$ cat src/rtl/demux_rr_if.sv
// Handshake bundle between the upstream stream, the dispatcher and the 8 destination channels.
// The slave modport is the dispatcher's view; the master modport is the surrounding environment.
interface demux_rr_if #(
  parameter int unsigned DATA_W = 8
);

  logic              in_valid;
  logic [DATA_W-1:0] in_data;
  logic              in_ready;
  logic [7:0]        ch_en;
  logic [7:0]        out_ready;
  logic [7:0]        out_valid;
  logic [DATA_W-1:0] out_data;
  logic [2:0]        sel;
  logic              busy;

  modport slave (
    input  in_valid,
    input  in_data,
    input  ch_en,
    input  out_ready,
    output in_ready,
    output out_valid,
    output out_data,
    output sel,
    output busy
  );

  modport master (
    output in_valid,
    output in_data,
    output ch_en,
    output out_ready,
    input  in_ready,
    input  out_valid,
    input  out_data,
    input  sel,
    input  busy
  );

endinterface

$ cat src/rtl/demux_rr_dispatcher.sv
// Round-robin 1-to-8 dispatcher: holds one word, steers it with sel/out_valid and
// rotates the grant across enabled channels after every BURST_LEN words.
module demux_rr_dispatcher #(
  parameter int unsigned DATA_W    = 8,
  parameter int unsigned BURST_LEN = 1
) (
  input logic       clk,
  input logic       rst_n,
  demux_rr_if.slave bus
);

  typedef enum logic [0:0] {
    ST_EMPTY = 1'b0,
    ST_FULL  = 1'b1
  } state_t;

  localparam logic [7:0] BURST_MAX = 8'(BURST_LEN);

  // First enabled channel after ptr (wrapping); ptr itself is the last candidate.
  function automatic logic [2:0] next_enabled(input logic [7:0] en, input logic [2:0] ptr);
    logic [2:0] idx;
    logic [2:0] res;
    res = ptr;
    for (int i = 8; i >= 1; i--) begin
      idx = ptr + 3'(i);
      res = en[idx] ? idx : res;
    end
    return res;
  endfunction

  state_t            r_state;
  state_t            w_state_nxt;
  logic [DATA_W-1:0] r_data;
  logic [DATA_W-1:0] w_data_nxt;
  logic [2:0]        r_sel;
  logic [2:0]        w_sel_nxt;
  logic [7:0]        r_valid;
  logic [7:0]        w_valid_nxt;
  logic [2:0]        r_ptr;
  logic [2:0]        w_ptr_nxt;
  logic [7:0]        r_bcnt;
  logic [7:0]        w_bcnt_nxt;

  logic              w_drain;
  logic              w_in_ready;
  logic              w_accept;
  logic              w_stay;
  logic [2:0]        w_scan;
  logic [2:0]        w_tgt;

  assign w_drain    = (r_state == ST_FULL) && bus.out_ready[r_sel];
  assign w_in_ready = (bus.ch_en != 8'h00) && ((r_state == ST_EMPTY) || w_drain);
  assign w_accept   = bus.in_valid && w_in_ready;

  // Stay on ptr only mid-burst and while it is still enabled; anything else rotates.
  assign w_stay = (r_bcnt < BURST_MAX) && bus.ch_en[r_ptr];
  assign w_scan = next_enabled(bus.ch_en, r_ptr);
  assign w_tgt  = w_stay ? r_ptr : w_scan;

  // FSM state register.
  always_ff @(posedge clk or negedge rst_n) begin
    if (!rst_n) begin
      r_state <= ST_EMPTY;
    end else begin
      r_state <= w_state_nxt;
    end
  end

  // Held word, steering and rotation registers; reset discards any held word at once.
  always_ff @(posedge clk or negedge rst_n) begin
    if (!rst_n) begin
      r_data  <= {DATA_W{1'b0}};
      r_sel   <= 3'd0;
      r_valid <= 8'h00;
      r_ptr   <= 3'd7;
      r_bcnt  <= BURST_MAX;
    end else begin
      r_data  <= w_data_nxt;
      r_sel   <= w_sel_nxt;
      r_valid <= w_valid_nxt;
      r_ptr   <= w_ptr_nxt;
      r_bcnt  <= w_bcnt_nxt;
    end
  end

  // Next-state and next-datapath logic.
  always_comb begin
    w_state_nxt = r_state;
    w_data_nxt  = r_data;
    w_sel_nxt   = r_sel;
    w_valid_nxt = r_valid;
    w_ptr_nxt   = r_ptr;
    w_bcnt_nxt  = r_bcnt;

    case (r_state)
      ST_EMPTY: begin
        if (w_accept) begin
          w_state_nxt = ST_FULL;
        end else begin
          w_state_nxt = ST_EMPTY;
        end
      end
      ST_FULL: begin
        if (w_accept) begin
          w_state_nxt = ST_FULL;
        end else if (w_drain) begin
          w_state_nxt = ST_EMPTY;
          w_valid_nxt = 8'h00;
        end else begin
          w_state_nxt = ST_FULL;
        end
      end
      default: begin
        w_state_nxt = ST_EMPTY;
        w_valid_nxt = 8'h00;
      end
    endcase

    if (w_accept) begin
      w_data_nxt  = bus.in_data;
      w_sel_nxt   = w_tgt;
      w_valid_nxt = 8'h01 << w_tgt;
      w_ptr_nxt   = w_tgt;
      if (!w_stay) begin
        w_bcnt_nxt = 8'd1;
      end else if (r_bcnt < BURST_MAX) begin
        w_bcnt_nxt = r_bcnt + 8'd1;
      end else begin
        w_bcnt_nxt = r_bcnt;
      end
    end else begin
      w_bcnt_nxt = r_bcnt;
    end
  end

  assign bus.in_ready  = w_in_ready;
  assign bus.out_valid = r_valid;
  assign bus.out_data  = r_data;
  assign bus.sel       = r_sel;
  assign bus.busy      = (r_state == ST_FULL);

endmodule

$ cat src/flat_wrapper.sv
// flat-port wrapper written by rule: the top's interface ports become plain ports
module demux_rr_dispatcher_flat 
#(
  parameter int unsigned DATA_W    = 8,
  parameter int unsigned BURST_LEN = 1
)
  (clk, rst_n, bus_in_valid, bus_in_data, bus_ch_en, bus_out_ready, bus_in_ready, bus_out_valid, bus_out_data, bus_sel, bus_busy);
  demux_rr_if #(.DATA_W(DATA_W)) bus_i ();
  input logic clk;
  input logic rst_n;
  input wire logic [$bits(bus_i.in_valid)-1:0] bus_in_valid;
  input wire logic [$bits(bus_i.in_data)-1:0] bus_in_data;
  input wire logic [$bits(bus_i.ch_en)-1:0] bus_ch_en;
  input wire logic [$bits(bus_i.out_ready)-1:0] bus_out_ready;
  output wire logic [$bits(bus_i.in_ready)-1:0] bus_in_ready;
  output wire logic [$bits(bus_i.out_valid)-1:0] bus_out_valid;
  output wire logic [$bits(bus_i.out_data)-1:0] bus_out_data;
  output wire logic [$bits(bus_i.sel)-1:0] bus_sel;
  output wire logic [$bits(bus_i.busy)-1:0] bus_busy;
  assign bus_i.in_valid = bus_in_valid;
  assign bus_i.in_data = bus_in_data;
  assign bus_i.ch_en = bus_ch_en;
  assign bus_i.out_ready = bus_out_ready;
  assign bus_in_ready = bus_i.in_ready;
  assign bus_out_valid = bus_i.out_valid;
  assign bus_out_data = bus_i.out_data;
  assign bus_sel = bus_i.sel;
  assign bus_busy = bus_i.busy;
  demux_rr_dispatcher #(.DATA_W(DATA_W), .BURST_LEN(BURST_LEN)) u_core (.clk(clk), .rst_n(rst_n), .bus(bus_i));
endmodule
$ cat config.mk
export PLATFORM = sky130hd
export DESIGN_NAME = demux_rr_dispatcher_flat
export DESIGN_NICKNAME = d
export VERILOG_FILES = /design/src/rtl/demux_rr_if.sv /design/src/rtl/demux_rr_dispatcher.sv /design/src/flat_wrapper.sv
export SDC_FILE = /design/constraint.sdc
export NUM_CORES = 1
export LEC_CHECK = 0
export ABC_AREA = 1
export ABC_CLOCK_PERIOD_IN_PS = 2650
export CAP_MARGIN = 5
export CELL_PAD_IN_SITES_DETAIL_PLACEMENT = 1
export CELL_PAD_IN_SITES_GLOBAL_PLACEMENT = 1
export CORE_ASPECT_RATIO = 0.8
export CORE_MARGIN = 8
export CORE_UTILIZATION = 35
export CTS_CLUSTER_SIZE = 40
export DETAILED_ROUTE_END_ITERATION = 7
export HOLD_SLACK_MARGIN = 0.08
export PLACE_DENSITY_LB_ADDON = 0.25
export SLEW_MARGIN = 20
export SYNTH_ARGS = -nofsm -noshare
export SYNTH_HDL_FRONTEND = slang
export SYNTH_SLANG_ARGS = --single-unit
$ cat constraint.sdc
create_clock -name clk -period 2.65 [get_ports clk]
set_input_delay 0.53 -clock clk [delete_from_list [all_inputs] [get_ports clk]]
set_output_delay 0.53 -clock clk [all_outputs]
set_load 0.02 [all_outputs]
==> results of run 1 <==
-- stage by stage --
step / instances / utilization / power, mW
3_5_place_dp: 418 / 0.476 / 3.68
2_1_floorplan: 284 / - / 2.82
3_3_place_gp: 418 / 0.476 / 3.59
4_1_cts: 426 / 0.494 / 4.11
5_1_grt: 426 / 0.494 / 4.49
6_report: 426 / 0.494 / 4.08
-- worst max-delay path, cell delays in order --
cell and delay (ps):
clkdlybuf4s50_1 450, o21ai_0 70, o22ai_1 230, nand2_1 110, nand3_1 150, nand2_1 70, inv_1 70, dlygate4sd2_1 340
-- area by class of cell --
class	count	area (µm²)	area share
Clock buffer	8	100	0.0371
Inverter	37	141	0.0523
Multi-Input combinational cell	209	992	0.367
Sequential cell	31	781	0.289
Tap cell	78	97.6	0.0361
Timing Repair Buffer	63	589	0.218
-- worst paths after layout --
kind                             startpoint                       to  slack, ps  depth (start not counted)
hold reg to reg            u_core.r_bcnt[3]         u_core.r_bcnt[3]        470                          2
hold / removal             u_core.r_bcnt[3]         u_core.r_bcnt[3]        470                          2
min in group asynchronous             rst_n  u_core.bus.out_valid[3]        650                          2
setup / recovery           bus_out_ready[6]             bus_in_ready        110                          8
setup reg to reg            u_core.r_ptr[0]  u_core.bus.out_valid[4]        190                         17
max in group asynchronous             rst_n         u_core.r_bcnt[0]       1660                          2
-- cell usage after synthesis (2+ instances only) --
| library cell | number | area share |
|---|---|---|
| nand3_1 | 31 | 0.078 |
| o21ai_0 | 13 | 0.033 |
| dfstp_2 | 4 | 0.053 |
| a21oi_1 | 7 | 0.018 |
| dfrtp_1 | 27 | 0.34 |
| nor2_1 | 6 | 0.011 |
| ha_1 | 4 | 0.025 |
| nor2_2 | 3 | 0.0095 |
| nand2_2 | 10 | 0.032 |
| nand2_1 | 117 | 0.22 |
| inv_1 | 29 | 0.055 |
| nor4_1 | 3 | 0.0095 |
| buf_6 | 2 | 0.011 |
| inv_2 | 7 | 0.013 |
| o22ai_1 | 2 | 0.0063 |
| nand3_2 | 5 | 0.025 |
-- registers in the layout (all words and copies together) (netlist names) --
signal and count:
u_core.bus.busy 1, u_core.bus.out_data 8, u_core.bus.out_valid 8, u_core.r_bcnt 8
u_core.r_ptr 3, u_core.bus.sel 3
-- per-layer routing --
metal / track usage / vias to the layer above / share of wire
li1: - / 1016 / -
met3: 0.0358 / 2 / 0.049
met2: 0.241 / 49 / 0.46
met4: 0.0205 / 0 / 0.0023
met5: 0 / - / 0
met1: 0.201 / 975 / 0.49
-- report_power, final --
group / switching (mW) / leakage [nW] / internal [mW]
Clock: 0.172 / 0.0515 / 0.237
Combinational: 1.86 / 0.990 / 1.03
Sequential: 0.119 / 0.395 / 0.663
Total: 2.15 / 1.44 / 1.93
-- cell families after synthesis --
family                     share of synthesized area
DFF                                            0.395
and+or+nand+nor                                0.397
buffers and inverters                          0.103
adders and majority gates                     0.0253
xor gates and xnor gates                     0.00443
AOI/OAI and AO/OA                             0.0753
==> impl_metrics.csv, run 1 <==
group,metric,value,unit
place,io_buffers,47,
sta,skew,4.93,ps
global_route,overflow,0,
floorplanning,dieWidth,100,µm
clock_network,clk_pin_slew,60,ps
synthesis,synth_edf_count,0,
setup_path,critPathKind,"input port to output port",
sta,hold_violations,0,
synthesis,syn_area_per_cell,6.96,µm²
cells_and_area,nets,378,
detailed_routing,drtPass1Iterations,4,
floorplanning,start_util,0.362,
detailed_routing,ant_nets,0,
detailed_routing,drt_wl_total,5990,µm
floorplanning,die_y,83.2,µm
clock_network,cts_setup_buffers,0,
synthesis,yosys_warnings,0,
sta,period_share,0.958,
synthesis,syn-num-nets,315,
place,dpl-instance-area,2600,µm²
clock_network,cts_buffer_depth,2,
synthesis,ys.flop_type,"dfrtp_1",
synthesis,netlist_instances,284,
global_route,grt_max_degree,32,
sta,final.setup.worst_slack,112,ps
sta,worstMarginPinSlew,399,ps
sta,drv_slew,0,
power,leakagePower,1.44,nW
sta,holdWs,466,ps
clock_network,cts_resized,1,
job,max-cap-violations,0,
clock_network,clk_latency,270,ps
synthesis,ys_types,30,
setup_path,crit_path_start_kind,"input port",
synthesis,ys_seq_area_frac,0.395,
clock_network,numClockSinks,31,
min_path,hold_path.class,"flop to flop",
cells_and_area,layout-drive-gt1-share,0.161,
cells_and_area,final_cell_area,2700,µm²
clock_network,holdBufCountCts,0,
global_route,antenna_found_initial,0,
detailed_routing,drt_iter0_drc,60,
floorplanning,io_pins,48,
setup_path,critPathCaptureType,"output port",
clock_network,cts_root_buf,"clkbuf_8",
synthesis,netlist_area,1980,µm²
floorplanning,coreArea,5470,µm²
detailed_routing,vias_per_cell,4.79,
cells_and_area,syn2layout_area_growth,36.6,%
clock_network,cts_buffers,5,
place,hpwlAfterDp,4850,µm
setup_path,crit_fanout,2,
sta,fin_setup_tns,0,ps
synthesis,async_reset_ff_frac,1.00,
power,vdd_drop_max,507,µV
floorplanning,rows,24,
global_route,grt_pass1_vias,2086,
sta,max_freq,394,MHz
detailed_routing,drc,0,
cells_and_area,antenna_cells,0,
clock_network,cts_tree,"done",
place,gp_routability_congestion,0.911,
sta,rsz0062_at_grt,"no",
detailed_routing,wl_per_cell,14.1,µm
detailed_routing,num_vias,2042,
setup_path,critPathArrivalTime,2010,ps
outcome,status,"finished, final reports clean",
global_route,grt_usage,0.150,
place,post-place-ws,-183,ps
sta,min_period,2540,ps
setup_path,crit_required,2120,ps
clock_network,htreeDepth,2,
cells_and_area,layout_commonest_cell,"nand2_1",
sta,max-slew-margin-rel,0.734,
cells_and_area,fill_cells,705,
power,power.density,1510,nW/µm²
cells_and_area,mostFrequentLayoutCells,"nand2_1, clkdlybuf4s50_1, nand3_1",
floorplanning,dieArea,8320,µm²
global_route,grt_pass1_wl,10100,µm
synthesis,ys_ff_latch,31,
sta,setup_violations,0,
Note: power is estimated with default switching activity, not from simulation.
==> inputs of run 2 (changes only) <==
Settings changed: ABC_CLOCK_PERIOD_IN_PS 2650 to 2700, CTS_CLUSTER_DIAMETER from default to 40.
Clock period 2.65 ns to 2.7 ns, I/O delays scaled along.
==> run 2 against run 1 <==
Register-to-register slack improved by 120 ps. First-iteration DRC count is 38% lower. Critical path depth unchanged. Critical path type unchanged.
==> impl_metrics.csv, run 2 (same netlist as run 1, synthesis figures left out) <==
group,metric,value,unit
outcome,status,"finished, final reports clean",
power,leakagePower,1.45,nW
detailed_routing,num_vias,1981,
detailed_routing,vias_per_cell,4.63,
sta,max-slew-margin-rel,0.734,
sta,min_period,2500,ps
detailed_routing,drt_iter0_drc,37,
clock_network,clk_latency,280,ps
setup_path,crit_fanout,2,
global_route,grt_max_degree,32,
power,p_clk_frac,0.114,
power,power.internal,1.97,mW
global_route,antenna_found_initial,0,
power,seqPwrFrac,0.188,
setup_path,crit_required,2160,ps
cells_and_area,seqCellArea,781,µm²
floorplanning,dieArea,8320,µm²
sta,skew,2.39,ps
floorplanning,die_y,83.2,µm
floorplanning,io_pins,48,
floorplanning,start_util,0.362,
detailed_routing,wl_per_cell,13.6,µm
sta,holdWs,478,ps
place,dpl-instance-area,2620,µm²
global_route,grt_pass1_wl,10200,µm
cells_and_area,syn2layout_area_growth,38.0,%
global_route,grt_pass1_vias,2090,
clock_network,cts_buffers,5,
place,hpwlAfterDp,4690,µm
job,max-cap-violations,0,
clock_network,cts_tree,"done",
cells_and_area,layout-drive-gt1-share,0.169,
clock_network,holdBufCountCts,0,
floorplanning,rows,24,
place,gp_routability_congestion,0.903,
place,dpl.cell_count,420,
sta,setup_violations,0,
sta,rsz0062_at_grt,"no",
detailed_routing,drt_wl_total,5840,µm
floorplanning,coreArea,5470,µm²
sta,max_freq,400,MHz
sta,hold_violations,0,
cells_and_area,fin_util,0.499,
global_route,grt_usage,0.148,
detailed_routing,drtPass1Iterations,4,
place,io_buffers,47,
sta,drv_slew,0,
global_route,overflow,0,
power,pwr-share-comb,0.698,
cells_and_area,antenna_cells,0,
cells_and_area,mostFrequentLayoutCells,"nand2_1, clkdlybuf4s50_1, nand3_1",
power,fin_total_pwr,4.07,mW
power,vdd_drop_max,483,µV
clock_network,cts_root_buf,"clkbuf_8",
cells_and_area,final_cell_area,2730,µm²
detailed_routing,drc,0,
setup_path,crit_path_start_kind,"input port",
power,power.density,1490,nW/µm²
cells_and_area,instances_no_fill,428,
cells_and_area,layout_commonest_cell,"nand2_1",
setup_path,critPathCaptureType,"output port",
clock_network,htreeDepth,2,
setup_path,critPathArrivalTime,1960,ps
cells_and_area,multiInputGateArea,992,µm²
clock_network,clk_pin_slew,70,ps
clock_network,numClockSinks,31,
setup_path,critPathKind,"input port to output port",
floorplanning,dieWidth,100,µm
min_path,hold_path.class,"flop to flop",
power,p_sw,2.10,mW
sta,worstMarginPinSlew,399,ps
sta,period_share,0.925,
cells_and_area,nets,380,
detailed_routing,ant_nets,0,
power,swShare,0.516,
clock_network,cts_buffer_depth,2,
cells_and_area,fill_cells,713,
-- run 2: timing repair --
action / in CTS / in global routing
setup endpoints to repair: 1 / 0
resized for setup: 1 / 0
setup buffers: 0 / 0
-- run 2: final timing paths --
check                                     endpoint  cells past startpoint              from  slack (ps)
setup / recovery                      bus_in_ready                      8  bus_out_ready[5]         200
hold / removal                    u_core.r_bcnt[6]                      2  u_core.r_bcnt[6]         480
setup reg to reg           u_core.bus.out_valid[4]                     16   u_core.r_ptr[0]         310
hold reg to reg                   u_core.r_bcnt[6]                      2  u_core.r_bcnt[6]         480
max in group asynchronous         u_core.r_bcnt[0]                      2             rst_n        1730
min in group asynchronous  u_core.bus.out_valid[3]                      2             rst_n         640
-- run 2: power groups by stage --
stage               sequential [mW]  combinational, mW  clock [mW]
finish                        0.765               2.84       0.466
floorplan                     0.869               1.90           0
CTS                           0.768               2.87       0.476
global placement              0.771               2.79           0
detailed placement            0.774               2.86           0
global route                  0.790               3.23       0.489
-- run 2: stage by stage --
stage,setup WS (ps),setup TNS [ps]
3_5_place_dp,-86.2,-86.2
5_1_grt,29.7,0
2_1_floorplan,286,0
6_report,202,0
4_1_cts,179,0
3_3_place_gp,-55.7,-55.7
-- run 2: layout make-up --
cell class / count / share of cell area
Tap cell: 78 / 0.0358
Timing Repair Buffer: 65 / 0.221
Multi-Input combinational cell: 209 / 0.364
Inverter: 37 / 0.0518
Sequential cell: 31 / 0.286
Clock buffer: 5 / 0.0252
Clock inverter: 3 / 0.0160
-- run 2: critical path: stages --
cell and delay (ps):
clkdlybuf4s50_1 450, o21ai_0 100, o22ai_1 160, nand2_1 100, nand3_1 150, nand2_1 60
inv_1 70, dlygate4sd2_1 340
-- run 2: metal layers --
layer  share of wire  track usage  routed length, µm
met1            0.52        0.205               3010
met2            0.44        0.227               2590
met3           0.035       0.0317                202
met4          0.0050       0.0329                 29
met5               0            0                  0
==> inputs of run 3 (changes only) <==
Settings changed: ABC_CLOCK_PERIOD_IN_PS 2700 to 2800, CORE_MARGIN 8 to 4.
Clock period 2.7 ns to 2.8 ns, I/O delays scaled along.
==> run 3 against run 2 <==
Die area decreased by 17%. Clock skew increased by 4.1 ps. Global-route usage increased by 3.6 points. Total power decreased by 6.7%. Combinational power decreased by 5%. Clock-buffer cell count increased by 1. Hold slack got worse by 6.5 ps. Cell count decreased by 1.6%. Worst setup slack improved by 16 ps. Non-clock buffer count decreased by 7. Critical path depth unchanged. Register-to-register slack improved by 30 ps. Critical endpoint unchanged. Largest power group unchanged.
==> impl_metrics.csv, run 3 (same netlist as run 1, synthesis figures left out) <==
group,metric,value,unit
outcome,status,"finished, final reports clean",
setup_path,crit_required,2240,ps
global_route,antenna_found_initial,0,
global_route,grt_use_met3,0.0400,
place,io_buffers,47,
setup_path,crit_path_cell_trace,"clkdlybuf4s50_1 -> o21ai_0 -> o22ai_1 -> nand2_1 -> nand3_1 -> nand2_1 -> inv_1 -> dlygate4sd2_1",
setup_path,cp_slowest_cell,"clkdlybuf4s50_1",
sta,rsz0062_at_grt,"no",
sta,drv_slew,0,
cells_and_area,syn2layout_area_growth,34.0,%
global_route,grt_pass1_vias,2132,
place,post-place-ws,-59.6,ps
detailed_routing,num_vias,1996,
setup_path,slowest_delay,460,ps
sta,period_share,0.922,
global_route,gr-usage-met1,0.243,
detailed_routing,wl_per_cell,14.0,µm
clock_network,clk_pin_slew,70,ps
place,hpwlAfterDp,4660,µm
setup_path,r2r_slack,340,ps
sta,min_period,2580,ps
place,dpl.cell_count,413,
cells_and_area,mostFrequentLayoutCells,"nand2_1, clkdlybuf4s50_1, nand3_1",
clock_network,htreeDepth,2,
power,vdd_drop_max,543,µV
sta,worstMarginPinSlew,410,ps
job,max-cap-violations,0,
power,swShare,0.537,
power,fin_total_pwr,3.80,mW
floorplanning,start_util,0.362,
sta,fin_setup_tns,0,ps
sta,holdWs,472,ps
power,power.internal,1.76,mW
detailed_routing,drtPass1Iterations,4,
floorplanning,io_pins,48,
sta,setup_violations,0,
power,pwr-share-comb,0.713,
power,p_sw,2.04,mW
cells_and_area,layout-drive-gt1-share,0.149,
detailed_routing,drt_iter0_drc,91,
floorplanning,dieArea,6920,µm²
floorplanning,dieWidth,92.0,µm
floorplanning,rows,24,
cells_and_area,final_cell_area,2650,µm²
clock_network,holdBufCountCts,0,
global_route,grt_max_degree,32,
global_route,overflow,0,
place,dpl-instance-area,2560,µm²
detailed_routing,drc,0,
detailed_routing,ant_nets,0,
place,gp_routability_congestion,0.817,
power,p_clk_frac,0.093,
min_path,hold_path.class,"flop to flop",
clock_network,cts_root_buf,"clkbuf_8",
setup_path,crit_path_start_kind,"input port",
sta,max_freq,387,MHz
detailed_routing,drt_wl_total,5910,µm
global_route,met2_usage,0.311,
cells_and_area,nets,373,
clock_network,cts_setup_buffers,0,
setup_path,critPathKind,"input port to output port",
floorplanning,coreArea,5470,µm²
setup_path,critPathArrivalTime,2020,ps
power,leakagePower,1.40,nW
sta,max-slew-margin-rel,0.727,
clock_network,cts_buffer_depth,2,
global_route,grt_usage,0.184,
cells_and_area,antenna_cells,0,
sta,hold_violations,0,
global_route,grt-busiest-layer,"met2",
setup_path,crit_fanout,2,
detailed_routing,vias_per_cell,4.74,
global_route,grt_pass1_wl,10100,µm
clock_network,numClockSinks,31,
clock_network,cts_buffers,5,
power,power.density,1430,nW/µm²
setup_path,critPathCaptureType,"output port",
sta,final.setup.worst_slack,218,ps
floorplanning,die_y,75.2,µm
cells_and_area,layout_commonest_cell,"nand2_1",
cells_and_area,instances_no_fill,421,
clock_network,clk_latency,280,ps
cells_and_area,fin_util,0.485,
power,seqPwrFrac,0.195,
clock_network,cts_tree,"done",
sta,skew,6.50,ps
setup_path,crit_path_frequent_cell,"nand2_1",
[run 3: what timing repair did]
action | 4_1_cts | 5_1_grt
endpoints found under the hold margin | 0 | 0
setup endpoints to repair | 1 | 0
resized for setup | 1 | 0
[run 3: worst paths after layout]
path / from / endpoint / cells past startpoint
max: bus_out_ready[6] / bus_in_ready / 8
min: u_core.r_bcnt[7] / u_core.r_bcnt[7] / 2
max reg2reg: u_core.r_ptr[0] / u_core.bus.out_valid[4] / 18
min reg2reg: u_core.r_bcnt[7] / u_core.r_bcnt[7] / 2
max in group asynchronous: rst_n / u_core.r_ptr[0] / 2
min in group asynchronous: rst_n / u_core.bus.out_valid[4] / 2
[run 3: layer usage]
layer  routed length, µm  share of wire  vias up
met5                   0              0        -
met4                  74          0.013        0
met3                 203          0.034        7
met2                2750           0.47       33
met1                2880           0.49      947
li1                    -              -     1009
[run 3: power groups by stage]
stage / sequential [mW] / clock, mW / combinational [mW]
finish: 0.739 / 0.352 / 2.71
global route: 0.767 / 0.386 / 3.09
CTS: 0.744 / 0.363 / 2.73
detailed placement: 0.747 / 0 / 2.73
global placement: 0.744 / 0 / 2.64
floorplan: 0.838 / 0 / 1.83
[run 3: area by class of cell]
class / count / area, µm²
Fill cell: 711 / 2820
Multi-Input combinational cell: 209 / 992
Sequential cell: 31 / 781
Timing Repair Buffer: 58 / 552
Inverter: 37 / 141
Tap cell: 78 / 97.6
Clock buffer: 6 / 72.6
Clock inverter: 2 / 12.5
[run 3: worst max-delay path: cells and delay by family]
family | cells | cell delay (ps)
AO/OA/AOI/OAI | 2 | 260
AND/OR/NAND/NOR | 3 | 300
buffers and inverters | 3 | 900
